==> config.mk <==
export PLATFORM = sky130hd
export DESIGN_NAME = rtc_bus_reader
export DESIGN_NICKNAME = d
export VERILOG_FILES = /design/src/rtl/rtc_bus_reader.sv
export SDC_FILE = /design/constraint.sdc
export NUM_CORES = 1
export LEC_CHECK = 0
export BUFFER_PORTS_ARGS = -buffer_cell sky130_fd_sc_hd__buf_2
export CORE_ASPECT_RATIO = 0.75
export CORE_MARGIN = 2
export CORE_UTILIZATION = 45
export CTS_CLUSTER_DIAMETER = 60
export DETAILED_ROUTE_END_ITERATION = 16
export PLACE_DENSITY = 0.69
export SLEW_MARGIN = 20
export SYNTH_ARGS = -nofsm -noshare
export SYNTH_HDL_FRONTEND = slang
export SYNTH_SLANG_ARGS = --single-unit
==> constraint.sdc <==
create_clock -name clk -period 2.3 [get_ports clk]
set_clock_uncertainty 0.1 [all_clocks]
set_input_delay 0.115 -clock clk [delete_from_list [all_inputs] [get_ports clk]]
set_output_delay 0.115 -clock clk [all_outputs]
set_load 0.005 [all_outputs]
==> src/rtl/rtc_bus_reader.sv <==
// rtc_bus_reader: read-cycle bus master for the RTC multiplexed AD bus.
// Each register costs one address phase (WR strobe) and one data phase
// (RD strobe); the address auto-increments across the burst and every
// byte read is announced with a one-cycle data_valid pulse.
module rtc_bus_reader #(
  parameter int unsigned T_SU  = 1,
  parameter int unsigned T_PW  = 10,
  parameter int unsigned T_H   = 3,
  parameter int unsigned T_REC = 10
) (
  input  logic       clk,
  input  logic       clr,
  input  logic       start,
  input  logic [7:0] addr,
  input  logic [3:0] len,
  input  logic [7:0] ad_in,
  output logic [7:0] ad_out,
  output logic       ad_oe,
  output logic       cs_n,
  output logic       wr_n,
  output logic       rd_n,
  output logic       ad_n,
  output logic [7:0] data_out,
  output logic [3:0] data_idx,
  output logic       data_valid,
  output logic       busy,
  output logic       done
);

  typedef enum logic [3:0] {
    IDLE, A_SU, A_PW, A_H, A_REC, D_SU, D_PW, D_H, D_REC
  } state_t;

  // Phase counter terminal values: a timed state lasts exactly its count.
  localparam logic [3:0] SU_LAST  = 4'(T_SU - 1);
  localparam logic [3:0] PW_LAST  = 4'(T_PW - 1);
  localparam logic [3:0] H_LAST   = 4'(T_H - 1);
  localparam logic [3:0] REC_LAST = 4'(T_REC - 1);

  state_t     state, state_nx;
  logic [3:0] phase, phase_nx;
  logic [3:0] last_cnt;
  logic       phase_done;
  logic [7:0] cur_addr, cur_addr_nx;
  logic [3:0] remaining, remaining_nx;
  logic [3:0] index, index_nx;
  logic       capture, valid_nx, done_nx;
  logic       a_bus, d_bus;
  logic       cs_n_nx, wr_n_nx, rd_n_nx, ad_n_nx, ad_oe_nx, busy_nx;
  logic [7:0] ad_out_nx;

  // Select the terminal phase count for the state currently being timed.
  always_comb begin
    last_cnt = 4'd0;
    case (state)
      A_SU, D_SU:   last_cnt = SU_LAST;
      A_PW, D_PW:   last_cnt = PW_LAST;
      A_H, D_H:     last_cnt = H_LAST;
      A_REC, D_REC: last_cnt = REC_LAST;
      default:      last_cnt = 4'd0;
    endcase
    phase_done = (phase == last_cnt);
  end

  // Sequencing: next state, burst bookkeeping and the pulses that follow.
  always_comb begin
    state_nx     = state;
    phase_nx     = phase + 4'd1;
    cur_addr_nx  = cur_addr;
    remaining_nx = remaining;
    index_nx     = index;
    capture      = 1'b0;
    valid_nx     = 1'b0;
    done_nx      = 1'b0;
    case (state)
      IDLE: begin
        phase_nx = 4'd0;
        if (start) begin
          if (len != 4'd0) begin
            cur_addr_nx  = addr;
            remaining_nx = len;
            index_nx     = 4'd0;
            state_nx     = A_SU;
          end else begin
            done_nx = 1'b1;
          end
        end
      end
      A_SU:  if (phase_done) state_nx = A_PW;
      A_PW:  if (phase_done) state_nx = A_H;
      A_H:   if (phase_done) state_nx = A_REC;
      A_REC: if (phase_done) state_nx = D_SU;
      D_SU:  if (phase_done) state_nx = D_PW;
      D_PW: begin
        if (phase_done) begin
          state_nx = D_H;
          capture  = 1'b1;
          valid_nx = 1'b1;
        end
      end
      D_H:   if (phase_done) state_nx = D_REC;
      D_REC: begin
        if (phase_done) begin
          remaining_nx = remaining - 4'd1;
          if (remaining > 4'd1) begin
            cur_addr_nx = cur_addr + 8'd1;
            index_nx    = index + 4'd1;
            state_nx    = A_SU;
          end else begin
            state_nx = IDLE;
            done_nx  = 1'b1;
          end
        end
      end
      default: state_nx = IDLE;
    endcase
    if (state_nx != state) phase_nx = 4'd0;
  end

  // Pin values are decoded from the upcoming state so they register cleanly.
  always_comb begin
    a_bus     = (state_nx == A_SU) || (state_nx == A_PW) || (state_nx == A_H);
    d_bus     = (state_nx == D_SU) || (state_nx == D_PW) || (state_nx == D_H);
    cs_n_nx   = !(a_bus || d_bus);
    wr_n_nx   = (state_nx != A_PW);
    rd_n_nx   = (state_nx != D_PW);
    ad_n_nx   = !(a_bus || (state_nx == A_REC));
    ad_oe_nx  = a_bus;
    ad_out_nx = a_bus ? cur_addr_nx : 8'h00;
    busy_nx   = (state_nx != IDLE);
  end

  // State, counters and every output pin are registered here.
  always_ff @(posedge clk) begin
    if (clr) begin
      state      <= IDLE;
      phase      <= 4'd0;
      cur_addr   <= 8'h00;
      remaining  <= 4'd0;
      index      <= 4'd0;
      cs_n       <= 1'b1;
      wr_n       <= 1'b1;
      rd_n       <= 1'b1;
      ad_n       <= 1'b1;
      ad_oe      <= 1'b0;
      ad_out     <= 8'h00;
      busy       <= 1'b0;
      done       <= 1'b0;
      data_valid <= 1'b0;
      data_out   <= 8'h00;
      data_idx   <= 4'd0;
    end else begin
      state      <= state_nx;
      phase      <= phase_nx;
      cur_addr   <= cur_addr_nx;
      remaining  <= remaining_nx;
      index      <= index_nx;
      cs_n       <= cs_n_nx;
      wr_n       <= wr_n_nx;
      rd_n       <= rd_n_nx;
      ad_n       <= ad_n_nx;
      ad_oe      <= ad_oe_nx;
      ad_out     <= ad_out_nx;
      busy       <= busy_nx;
      done       <= done_nx;
      data_valid <= valid_nx;
      if (capture) begin
        data_out <= ad_in;
        data_idx <= index;
      end
    end
  end

endmodule

# Word level (Yosys, flattened, before mapping)
# Memory sizes are Yosys's and may differ from the RTL's. A register that Yosys moved wholly into a read port is not among the register bits.
# Index checks and enable logic that the tools add are counted.
[op_classes]
add_sub_neg = 4
order_cmp = 1
n_eq_ne = 23
muxes = 34
bitwise = 1
n_reduce_logical = 16
[ops]
columns = ["operator", "count"]
rows = [
  ["$mux 4", 18],
  ["$pmux 4 s9", 1],
  ["$eq 4x3->1 const B", 8],
  ["$mux 8", 4],
  ["$eq 4x2->1 const B", 4],
  ["$pmux 4 s2", 2],
  ["$pmux 8 s2", 1],
  ["$add 4x1->4 const B", 2],
  ["$add 8x1->8 const B", 1],
  ["$eq 4x1->1 const B", 2],
  ["$ne 2x2->1 const B", 4],
  ["$reduce_bool 4->1", 2],
  ["$mux 1", 7],
  ["$logic_or 1x1->1", 6],
  ["$reduce_and 5->1", 1],
  ["$eq 4x4->1", 1],
  ["$eq 4x4->1 const B", 1],
  ["$gt 4x1->1 const B", 1],
  ["$logic_not 4->1", 1],
  ["$ne 4x2->1 const B", 1],
  ["$ne 4x3->1 const B", 1],
  ["$ne 4x4->1", 1],
  ["$reduce_and 4->1", 1],
  ["$sub 4x1->4 const B", 1],
  ["other kinds (6)", 7],
]
[totals]
register_bits = 52
mem_bits_ro = 48
out_inout_bits = 28
mem_count = 1
[memory_table]
columns = ["name", "depth", "word_bits", "rd", "rd_ports_with_merged_regs", "write_ports", "line", "rtl"]
rows = [
  ["(name not given)", 16, 3, 1, 1, 0, "55", "case (state)"],
]

# Longest topological paths before layout
# Gate-level depths: netlist of run 1.
[depth]
depth_word = 9
ltp_mapped = 8

# Least setup slack after synthesis of run 1
# OpenSTA, ideal clock, no wires.
[synth_timing]
kind = "register -> register"
start = "reg phase[0]"
end = "reg ad_out[5]"
setup_ns = 0.086
t_arrival_ns = 2.002
setup_slack_ns = 0.112
stages_incl_launch_ff = 6
path_buffers = 0
synth_period_minus_slack_ns = 2.188
path_cell_list = "dfxtp_1 -> or3_4 -> a211o_1 -> or4_1 -> mux2i_1 -> a211oi_1"
[synth_via]
elab_chain_cells = 8
[synth_rtl]
columns = ["element", "line", "rtl"]
rows = [
  ["start, declared", "41", "logic [3:0] phase, phase_nx;"],
  ["start signal, assigned", "154", "phase <= phase_nx;"],
  ["$eq 4x4->1 (*)", "62", "phase_done = (phase == last_cnt);"],
  ["$mux 4, or another cell as far along", "103", "if (phase_done) begin"],
  ["$pmux 4 s9", "75", "case (state)"],
  ["$eq 4x1->1 / $eq 4x2->1 (equally long branches)", "122", "a_bus = (state_nx == A_SU) || (state_nx == A_PW) || (state_nx == A_H);"],
  ["$logic_or 1x1->1 (2 in a row)", "122", ""],
  ["$not 1->1 (no source line)", "-", ""],
  ["$reduce_or 2->1 (no source line)", "-", ""],
  ["end signal, assigned", "163", "ad_out <= ad_out_nx;"],
  ["end, declared", "17", "output logic [7:0] ad_out,"],
]
# Every way passes the cells marked *; elsewhere a longest branch is shown, timed or not.
# A chain may end at the register's enable or synchronous reset.

# Final worst setup path of run 1
# Same ends and word-level chain as after synthesis.

==> results by group, run 1 <==
Status
  – Status: complete, no violations

Synth
  – Ys async rst share: 0%
  – Yosys reg bits: between 50 and 60
  – Synth cell types: 52
  – Post-Synth Simple-Gate Area: 25.0%
  – Mapped Avg Cell Area: between 8 and 9 sq um
  – Synth Area in XOR/XNOR: 2.59%
  – Net Count, Synth: 340
  – Syn Inst Count: 312
  – Adder-cell area share of the yosys netlist: 2.31%
  – EDFF count, synth: 0
  – Yosys Warn Count: 0
  – Seq/Total Area, Yosys: 39.9%
  – Mapped Area: 2710 sq um
  – Largest family of logic cells by synthesized area: simple AND/OR/NAND/NOR gates
  – Synth Flop Type: dfxtp_1
  – Multiplexer share of the synthesized area: 6.33%
  – Post-synthesis compound-gate area fraction: 19.7%

Global route
  – Initial antenna violation count: 0
  – Vias in the first global route: 2419
  – Total GRT Usage: between 20% and 30%
  – Largest net degree at the start of global routing: 29
  – First-pass GRT wire length: 11400 microns
  – Grt ovf: 0

Drt
  – Top sig layer: met4
  – DR iter-0 viols: 146
  – Total number of vias: 2531
  – Antenna Nets Post-Route: 0
  – Total wire length: 6990 microns
  – Metal3 WL: 590 microns
  – Vias/cell: 5.54
  – Met1 wire length: 3330 microns
  – Metal2 WL: 3020 microns
  – DRT Pass-1 Iters: 4
  – Residual DRC: 0
  – Wire per inst: 15.3 microns

Floorplanning
  – Initial Util: 46.5%
  – Row Count: 24
  – DIE AREA: 6660 sq um
  – Die extent in x: 93.6 microns
  – CORE AREA: between 5000 and 6000 sq um
  – Die Height: 71.2 microns
  – I/O pin count: between 50 and 60

Power
  – Peak supply drop: around 450 uV
  – Static leakage: 0.00147 uW
  – PD cells: approximately 1100 nW/um^2

STA
  – Final Cycle Share: 99.5%
  – Max-slew violation count: 0
  – Final setup vio count: 0
  – Achievable frequency: 437 MHz
  – RSZ-0062 raised after global routing: true
  – Normalized max-slew margin: between 60% and 70%
  – Setup_tns: 0 ns
  – Final min period: 2.29 ns
  – Least-Margin Pin Slew: 0.539 ns
  – Hold Fails Final Rpt: 0

Layout
  – Cell area after layout: 3370 sq um
  – Layout cell share with drive strength beyond 1: between 20% and 30%
  – Fin cells: 457
  – Layout Utilization: 57.8%
  – Final net count: 406
  – # diodes: 0
  – Filler Cell Count: 523
  – Layout area overhead: 24.2%

Clock network
  – H-tree levels: 2
  – Clk slew on worst S/H paths: around 0.10 ns
  – Clk_lat worst skew: 0.31 ns
  – CTS max path bufs: 2
  – Setup bufs post-CTS: 0
  – Clock tree root buffer cell: clkbuf_8
  – Clock sinks: 54
  – CTS tree: done
  – Cts bufs inserted: 5

Worst setup path
  – CP arrival: 2.42 ns
  – Reg2reg path depth: 5
  – R2R Setup Slk: 0.01 ns
  – Kind of start point of the critical path: flip-flop
  – Worst R2R Start: phase[0]$_SDFF_PP0_
  – Crit path kind: flip-flop to flip-flop
  – CP Capture Type: flip-flop
  – Worst reg2reg path endpoint: ad_out[5]$_SDFF_PP0_
  – Data required time of the worst path: roughly 2.4 ns
  – CP max FO: 4

Place
  – Port bufs: 50
  – Post-DP Area: approximately 3100 sq um
  – Placer Congestion: 0.914
  – Final HPWL DP: 4970 microns
  – Placed cells: 441

Worst hold path
  – End of the worst hold path: remaining[0]$_SDFFE_PP0P_
  – Hold path depth: 3
  – Tightest Hold Check Type: primary input to flip-flop
  – Worst min-delay path startpoint: len[0]

Run
  – Max-capacitance violation count: 0
## cell families (layout without fill, tap and decap cells)
group | after synthesis | count (layout)
adders and majority gates | 5 | 5
and+or+nand+nor | 133 | 133
buffers and inverters | 29 | 96
muxes | 17 | 17
xor gates and xnor gates | 8 | 8
DFF | 54 | 54
AOI/OAI and AO/OA | 66 | 66
## area by class of cell
class | count | area [sq um] | share of cell area, %
Multi-Input combinational cell | 229 | 1560 | 46.3
Sequential cell | 54 | 1080 | 32.2
Clock inverter | 2 | 16.3 | 0.483
Clock buffer | 6 | 82.6 | 2.45
Tap cell | 78 | 97.6 | 2.90
Inverter | 8 | 30.0 | 0.892
Timing Repair Buffer | 80 | 499 | 14.8
## flip-flops by register name (all words and copies together) (netlist names), 4 cells and up
| name | count |
|---|---|
| data_idx | 4 |
| cur_addr | 8 |
| ad_out | 8 |
| phase | 4 |
| state | 4 |
| remaining | 4 |
| data_out | 8 |
| index | 4 |
## metrics by stage
stage | hold WS (ns) | worst slack (ns) | power [uW]
after floorplan | 0.159 | 0.112 | 2260
after global placement | 0.248 | 0.0936 | 2850
after detailed placement | 0.259 | 0.0158 | 2890
after CTS | 0.0309 | -0.00583 | 3470
after global routing | 0.0399 | -0.0426 | 3770
final | 0.0374 | 0.0115 | 3540
## how the worst max path moves through the flow
stage                             start                   end  slack [ns]  cells after the start
finish              phase[0]$_SDFF_PP0_  ad_out[5]$_SDFF_PP0_        0.01                      5
global route        phase[1]$_SDFF_PP0_       ad_n$_SDFF_PP1_       -0.04                      5
CTS                 last_cnt[0]$_DFF_P_  ad_out[5]$_SDFF_PP0_      -0.006                      5
detailed placement  last_cnt[0]$_DFF_P_       busy$_SDFF_PP0_        0.02                      6
global placement    last_cnt[0]$_DFF_P_  ad_out[5]$_SDFF_PP0_        0.09                      5
floorplan           phase[0]$_SDFF_PP0_  ad_out[5]$_SDFF_PP0_        0.11                      5
## layer usage
metal  vias to the layer above  GRT usage [%]
met5                         -              0
met4                         0           5.96
met3                         7           7.03
met2                        89           32.4
met1                      1166           30.0
li1                       1269              -
## layout by cell type (no fill, tap or decap), drive strengths merged, types with 8 or more instances in the layout
cell type    synthesis  final
buf                  4     72
dfxtp               54     54
nor2                30     30
nand2               24     24
nand3               22     22
nor3                20     20
mux2i               16     16
a21oi               13     13
a211oi              13     13
a31oi                9      9
inv                  8      9
dlygate4sd3          0      8
## synth_stat cells, types with 2 or more instances
cell type | number | area share [%]
mux2i_1 | 16 | 5.9
a21o_1 | 5 | 1.4
buf_2 | 3 | 0.55
o31ai_1 | 2 | 0.55
nor3b_1 | 3 | 0.83
dfxtp_1 | 54 | 40
a211oi_1 | 11 | 3.0
nor3_1 | 19 | 3.5
nand3b_1 | 5 | 1.4
xnor2_1 | 5 | 1.6
nor2_1 | 30 | 4.2
ha_1 | 5 | 2.3
or3_1 | 4 | 0.92
clkbuf_1 | 17 | 2.4
nor2b_1 | 3 | 0.69
a21oi_1 | 13 | 2.4
nand3_1 | 22 | 4.1
xor2_1 | 3 | 0.97
o21ai_0 | 5 | 0.92
a311o_1 | 3 | 1.1
a31oi_1 | 9 | 2.1
and2_1 | 3 | 0.69
o21bai_1 | 4 | 1.1
nand2_1 | 24 | 3.3
nand2b_1 | 2 | 0.46
nor4_1 | 4 | 0.92
nand4_1 | 6 | 1.4
inv_1 | 8 | 1.1
## worst max-delay path, cell delays in order (launching register included)
cell and delay (ns):
dfxtp_2 0.35, or3_4 0.44, a211o_4 0.37, or4_4 0.54, mux2i_2 0.18, a211oi_2 0.23
## repair_timing
action / 4_1_cts / 5_1_grt
setup endpoints to repair: 2 / 12
pin swaps: 1 / 3
hold buffers: 8 / 0
endpoints found under the hold margin: 8 / 0
resized for setup: 0 / 12
## report_power, final
group	switching [uW]	internal, uW	leakage [uW]
Combinational	985	724	0.000977
Sequential	149	1120	0.000440
Clock	319	248	0.0000478
Total	1450	2090	0.00147
No activity file was read; power rests on OpenSTA's default activity.
==> run 2, diff against run 1 <==
--- a/config.mk
+++ b/config.mk
@@ -13,3 +13,3 @@
 export DETAILED_ROUTE_END_ITERATION = 16
-export PLACE_DENSITY = 0.69
+export PLACE_DENSITY_LB_ADDON = 0.12
 export SLEW_MARGIN = 20
==> constraint.sdc (replaced) <==
create_clock -name clk -period 2.3 [get_ports clk]
set_clock_uncertainty 0.1 [all_clocks]
set_input_delay 0.345 -clock clk [delete_from_list [all_inputs] [get_ports clk]]
set_output_delay 0.345 -clock clk [all_outputs]
set_load 0.005 [all_outputs]
==> results by group, run 2 (same netlist as run 1, synthesis figures left out) <==
Worst hold path
  – Tightest Hold Check Type: primary input to flip-flop

Floorplanning
  – DIE AREA: 6660 sq um (unchanged)
  – Initial Util: 46.5% (unchanged)
  – Die extent in x: 93.6 microns (unchanged)
  – I/O pin count: 51 (unchanged)
  – Row Count: 24 (unchanged)
  – CORE AREA: 5830 sq um (unchanged)
  – Die Height: 71.2 microns (unchanged)

Drt
  – Antenna Nets Post-Route: 0 (unchanged)
  – Total number of vias: 2606 (+3.0%)
  – Vias/cell: 5.56 (+0.33%)
  – DR iter-0 viols: 193 (+32%)
  – Total wire length: 7220 microns (+3.2%)
  – Wire per inst: 15.4 microns (+0.59%)
  – Residual DRC: 0 (unchanged)
  – DRT Pass-1 Iters: 4 (unchanged)

STA
  – Final min period: 2.37 ns (+0.0821 ns)
  – Hold Fails Final Rpt: 0 (unchanged)
  – Least-Margin Pin Slew: 0.619 ns (+0.0800 ns)
  – Post-route setup slack: -0.0706 ns (-0.0821 ns)
  – Max-slew violation count: 0 (unchanged)
  – Worst Hold Margin: 0.156 ns (+0.119 ns)
  – RSZ-0062 raised after global routing: true
  – Achievable frequency: 422 MHz (-3.5%)
  – Final Cycle Share: 103% (+3.6 points)
  – Final setup vio count: 5 (+5)
  – Normalized max-slew margin: 58.5% (-5.6 points)

Worst setup path
  – Crit path kind: flip-flop to flip-flop
  – Data required time of the worst path: 2.44 ns (about the same)
  – CP max FO: 4 (unchanged)
  – CP arrival: 2.51 ns (+0.09 ns)
  – R2R Setup Slk: -0.07 ns (-0.08 ns)
  – CP Capture Type: flip-flop
  – Kind of start point of the critical path: flip-flop

Place
  – Final HPWL DP: 5030 microns (+1.1%)
  – Post-DP Area: 3240 sq um (+3.3%)
  – Port bufs: 50 (unchanged)
  – Placer Congestion: 0.909 (-0.54%)

Clock network
  – Clk slew on worst S/H paths: 0.10 ns (about the same)
  – CTS hold repair buffers: 0 (-8)
  – Cts bufs inserted: 5 (unchanged)
  – Clk_lat worst skew: 0.31 ns (about the same)
  – Clock sinks: 54 (unchanged)
  – CTS tree: done
  – H-tree levels: 2 (unchanged)
  – Clock tree root buffer cell: clkbuf_8
  – CTS max path bufs: 2 (unchanged)

Global route
  – Total GRT Usage: 21.8% (+0.19 points)
  – Grt ovf: 0 (unchanged)
  – Largest net degree at the start of global routing: 29 (unchanged)
  – Vias in the first global route: 2389 (-1.2%)
  – First-pass GRT wire length: 11500 microns (+0.91%)
  – Initial antenna violation count: 0 (unchanged)

Layout
  – Final net count: 418 (+3.0%)
  – Most frequent cells in the layout: 52 x dfxtp_1, 51 x buf_2, 39 x buf_4
  – # diodes: 0 (unchanged)
  – Layout area overhead: 28.9%
  – Largest registers: ad_out: 8 flops, cur_addr: 8 flops, data_out: 8 flops
  – Cell area after layout: 3490 sq um (+3.7%)
  – Layout cell share with drive strength beyond 1: 32.0% (+5.3 points)
  – Most common cell after layout, fill and taps aside: dfxtp_1

Status
  – Status: finished, violations left
  – Failing checks: setup timing

Power
  – PD cells: 1140 nW/um^2 (+8.4%)
  – Static leakage: 0.00154 uW (+5.4%)
  – Peak supply drop: 437 uV (-3.2%)

Run
  – Max-capacitance violation count: 0 (unchanged)
[run 2: layout make-up]
type	count	area, sq um
clock buffer	5	68.8
inverter	8	30.0
fill	528	2330
multi-input combinational	229	1590
clock inverter	3	48.8
sequential	54	1080
timing repair buffer	92	571
tap	78	97.6
[run 2: per-stage QoR]
stage          util, %  std cells  TNS, ns  setup WS, ns  total power (uW)
6_report          59.9        469   -0.178       -0.0706              3980
3_3_place_gp      55.7        455        0        0.0508              2970
5_1_grt           59.9        469    -1.18        -0.123              4190
4_1_cts           58.0        464        0       0.00767              3720
2_1_floorplan        -        312        0         0.108              2260
3_5_place_dp      55.7        455   -0.167       -0.0367              3000
[run 2: worst paths after layout]
kind | from | to | cells after the start
max | last_cnt[0]$_DFF_P_ | phase[3]$_SDFF_PP0_ | 6
min | ad_in[6] | data_out[6]$_SDFFE_PP0P_ | 3
max reg2reg | last_cnt[0]$_DFF_P_ | phase[3]$_SDFF_PP0_ | 6
min reg2reg | data_out[1]$_SDFFE_PP0P_ | data_out[1]$_SDFFE_PP0P_ | 2
[run 2: critical path: stages (launching register included)]
cell	delay (ns)
dfxtp_2	0.33
or3_4	0.43
a2111oi_4	0.46
nor2_2	0.11
buf_4	0.16
a2111o_1	0.47
a211oi_2	0.22
[run 2: per-layer routing]
layer	routed length (microns)	share of wire [%]	track usage [%]
met5	0	0	0
met4	100	1.4	5.15
met3	435	6.0	3.94
met2	3090	43	34.4
met1	3590	50	31.1
[run 2: report_power, final]
part,internal [uW],total (uW),switching [uW],leakage (uW)
sequential,1120,1270,151,0.000441
combinational,946,2050,1110,0.00105
clock,332,661,329,0.0000563
[run 2: repair_timing]
item,in CTS,in global routing
buffers inserted,1,4
gates cloned,0,1
gates resized for setup,2,16
pin swaps,2,3
setup endpoints to repair,6,13
==> run 3, diff against run 2 <==
--- a/config.mk
+++ b/config.mk
@@ -13,4 +13,3 @@
 export DETAILED_ROUTE_END_ITERATION = 16
-export PLACE_DENSITY_LB_ADDON = 0.12
-export SLEW_MARGIN = 20
+export PLACE_DENSITY = 0.66
 export SYNTH_ARGS = -nofsm -noshare
==> constraint.sdc (replaced) <==
create_clock -name clk -period 2.3 [get_ports clk]
set_clock_uncertainty 0.1 [all_clocks]
set_input_delay 0.115 -clock clk [delete_from_list [all_inputs] [get_ports clk]]
set_output_delay 0.115 -clock clk [all_outputs]
set_load 0.005 [all_outputs]
==> results by group, run 3 (same netlist as run 1, synthesis figures left out) <==
Status
  – Status: complete, no violations

Layout
  – Layout area overhead: 24.0%
  – Final net count: 406 (-2.9%)
  – Largest registers: ad_out: 8 flops, cur_addr: 8 flops, data_out: 8 flops
  – # diodes: 0 (unchanged)
  – Most common cell after layout, fill and taps aside: dfxtp_1
  – Most frequent cells in the layout: 52 x dfxtp_1, 50 x buf_2, 30 x nor2_1
  – Layout cell share with drive strength beyond 1: 25.6% (-6.4 points)
  – Fin cells: 457 (-2.6%)

Drt
  – Wire per inst: 14.9 microns (-3.1%)
  – Total number of vias: 2503 (-4.0%)
  – Metal2 WL: 2950 microns (-4.7%)
  – Metal3 WL: 366 microns (-16%)
  – Met1 wire length: 3430 microns (-4.4%)
  – Vias/cell: 5.48 (-1.4%)
  – Antenna Nets Post-Route: 0 (unchanged)
  – DRT Pass-1 Iters: 5 (+1)
  – Total wire length: 6820 microns (-5.5%)
  – DR iter-0 viols: 195 (+1.0%)
  – Top sig layer: met4
  – Residual DRC: 0 (unchanged)

STA
  – RSZ-0062 raised after global routing: true
  – Normalized max-slew margin: 65.6% (+7.1 points)
  – Max-slew violation count: 0 (unchanged)
  – Least-Margin Pin Slew: 0.516 ns (-0.103 ns)
  – Final setup vio count: 0 (-5)
  – Final min period: 2.27 ns (-0.0997 ns)
  – Achievable frequency: 440 MHz (+4.4%)
  – Worst Hold Margin: 0.0293 ns (-0.127 ns)
  – Final Cycle Share: 98.7% (-4.3 points)
  – Hold Fails Final Rpt: 0 (unchanged)
  – Setup_tns: 0 ns (+0.178 ns)
  – Post-route setup slack: 0.0291 ns (+0.0997 ns)

Clock network
  – Clock tree root buffer cell: clkbuf_8
  – H-tree levels: 2 (unchanged)
  – CTS tree: done
  – Clk_lat worst skew: 0.32 ns (about the same)
  – Cts bufs inserted: 5 (unchanged)
  – Clk slew on worst S/H paths: 0.10 ns (about the same)
  – Clock sinks: 54 (unchanged)
  – Setup bufs post-CTS: 0 (-1)
  – CTS max path bufs: 2 (unchanged)

Floorplanning
  – Die Height: 71.2 microns (unchanged)
  – Initial Util: 46.5% (unchanged)
  – Row Count: 24 (unchanged)
  – CORE AREA: 5830 sq um (unchanged)
  – Die extent in x: 93.6 microns (unchanged)
  – I/O pin count: 51 (unchanged)
  – DIE AREA: 6660 sq um (unchanged)

Worst setup path
  – CP max FO: 4 (unchanged)
  – Data required time of the worst path: 2.43 ns (about the same)
  – Crit path kind: flip-flop to flip-flop
  – CP Capture Type: flip-flop
  – CP arrival: 2.41 ns (-0.10 ns)
  – Kind of start point of the critical path: flip-flop

Global route
  – Largest net degree at the start of global routing: 29 (unchanged)
  – Vias in the first global route: 2430 (+1.7%)
  – First-pass GRT wire length: 11600 microns (+0.42%)
  – Grt ovf: 0 (unchanged)
  – Initial antenna violation count: 0 (unchanged)
  – Total GRT Usage: 21.7% (-0.035 points)

Worst hold path
  – Tightest Hold Check Type: primary input to flip-flop

Power
  – Peak supply drop: 378 uV (-13%)
  – Static leakage: 0.00147 uW (-4.7%)
  – PD cells: 1040 nW/um^2 (-8.5%)
  – Total power: 3500 uW (-12%)

Place
  – Pre-CTS setup slack: 0.0249 ns (+0.0616 ns)
  – Final HPWL DP: 4710 microns (-6.2%)
  – Placed cells: 441 (-3.1%)
  – Port bufs: 50 (unchanged)
  – Placer Congestion: 0.878 (-3.4%)

Run
  – Max-capacitance violation count: 0 (unchanged)
==> run 3: cell count changes in the layout (fill, tap and decap cells not counted), moves of 5 or more <==
cell / delta
buf_4: -19
dlygate4sd3_1: +8
a211oi_1: +5
a211oi_2: -5
==> run 3: worst max-delay path: stages, from the launching register on <==
cell and delay (ns):
dfxtp_1 0.33, or3_4 0.44, a211o_4 0.39, or4_1 0.55, mux2i_1 0.16, a211oi_1 0.22
==> run 3: routing by layer <==
| layer | track usage, % | vias up |
|---|---|---|
| li1 | - | 1274 |
| met1 | 31.7 | 1160 |
| met2 | 33.3 | 62 |
| met3 | 3.83 | 7 |
| met4 | 5.80 | 0 |
| met5 | 0 | - |
==> run 3: area by class of cell <==
cell class | count | area, sq um
clock inverters | 2 | 16.3
flip-flops and latches | 54 | 1080
multi-input cells | 229 | 1540
fillers | 565 | 2470
inverters | 8 | 30.0
well taps | 78 | 97.6
repair buffers | 80 | 512
clock buffers | 6 | 82.6
==> run 3: worst paths after layout <==
kind | start | to | slack (ns) | depth (start not counted)
hold reg to reg | data_idx[0]$_SDFFE_PP0P_ | data_idx[0]$_SDFFE_PP0P_ | 0.40 | 2
setup / recovery | last_cnt[0]$_DFF_P_ | ad_out[5]$_SDFF_PP0_ | 0.03 | 5
hold / removal | len[0] | remaining[0]$_SDFFE_PP0P_ | 0.03 | 3
setup reg to reg | last_cnt[0]$_DFF_P_ | ad_out[5]$_SDFF_PP0_ | 0.03 | 5
==> run 3: repair_timing <==
action,CTS,global route
hold buffers,8,0
setup endpoints to repair,0,15
hold endpoints to repair,8,0
resized for setup,0,7
==> run 3: per-stage QoR <==
| step | cell area [sq um] | utilization (%) |
|---|---|---|
| final | 3360 | 57.6 |
| after detailed placement | 3150 | 54.1 |
| after global routing | 3360 | 57.6 |
| after global placement | 3150 | 54.1 |
| after floorplan | 2710 | - |
| after CTS | 3330 | 57.2 |
==> run 3: power breakdown <==
group	total (uW)	internal [uW]	switching (uW)
Clock	566	248	318
Combinational	1680	721	959
Sequential	1260	1120	140
Total	3500	2090	1420
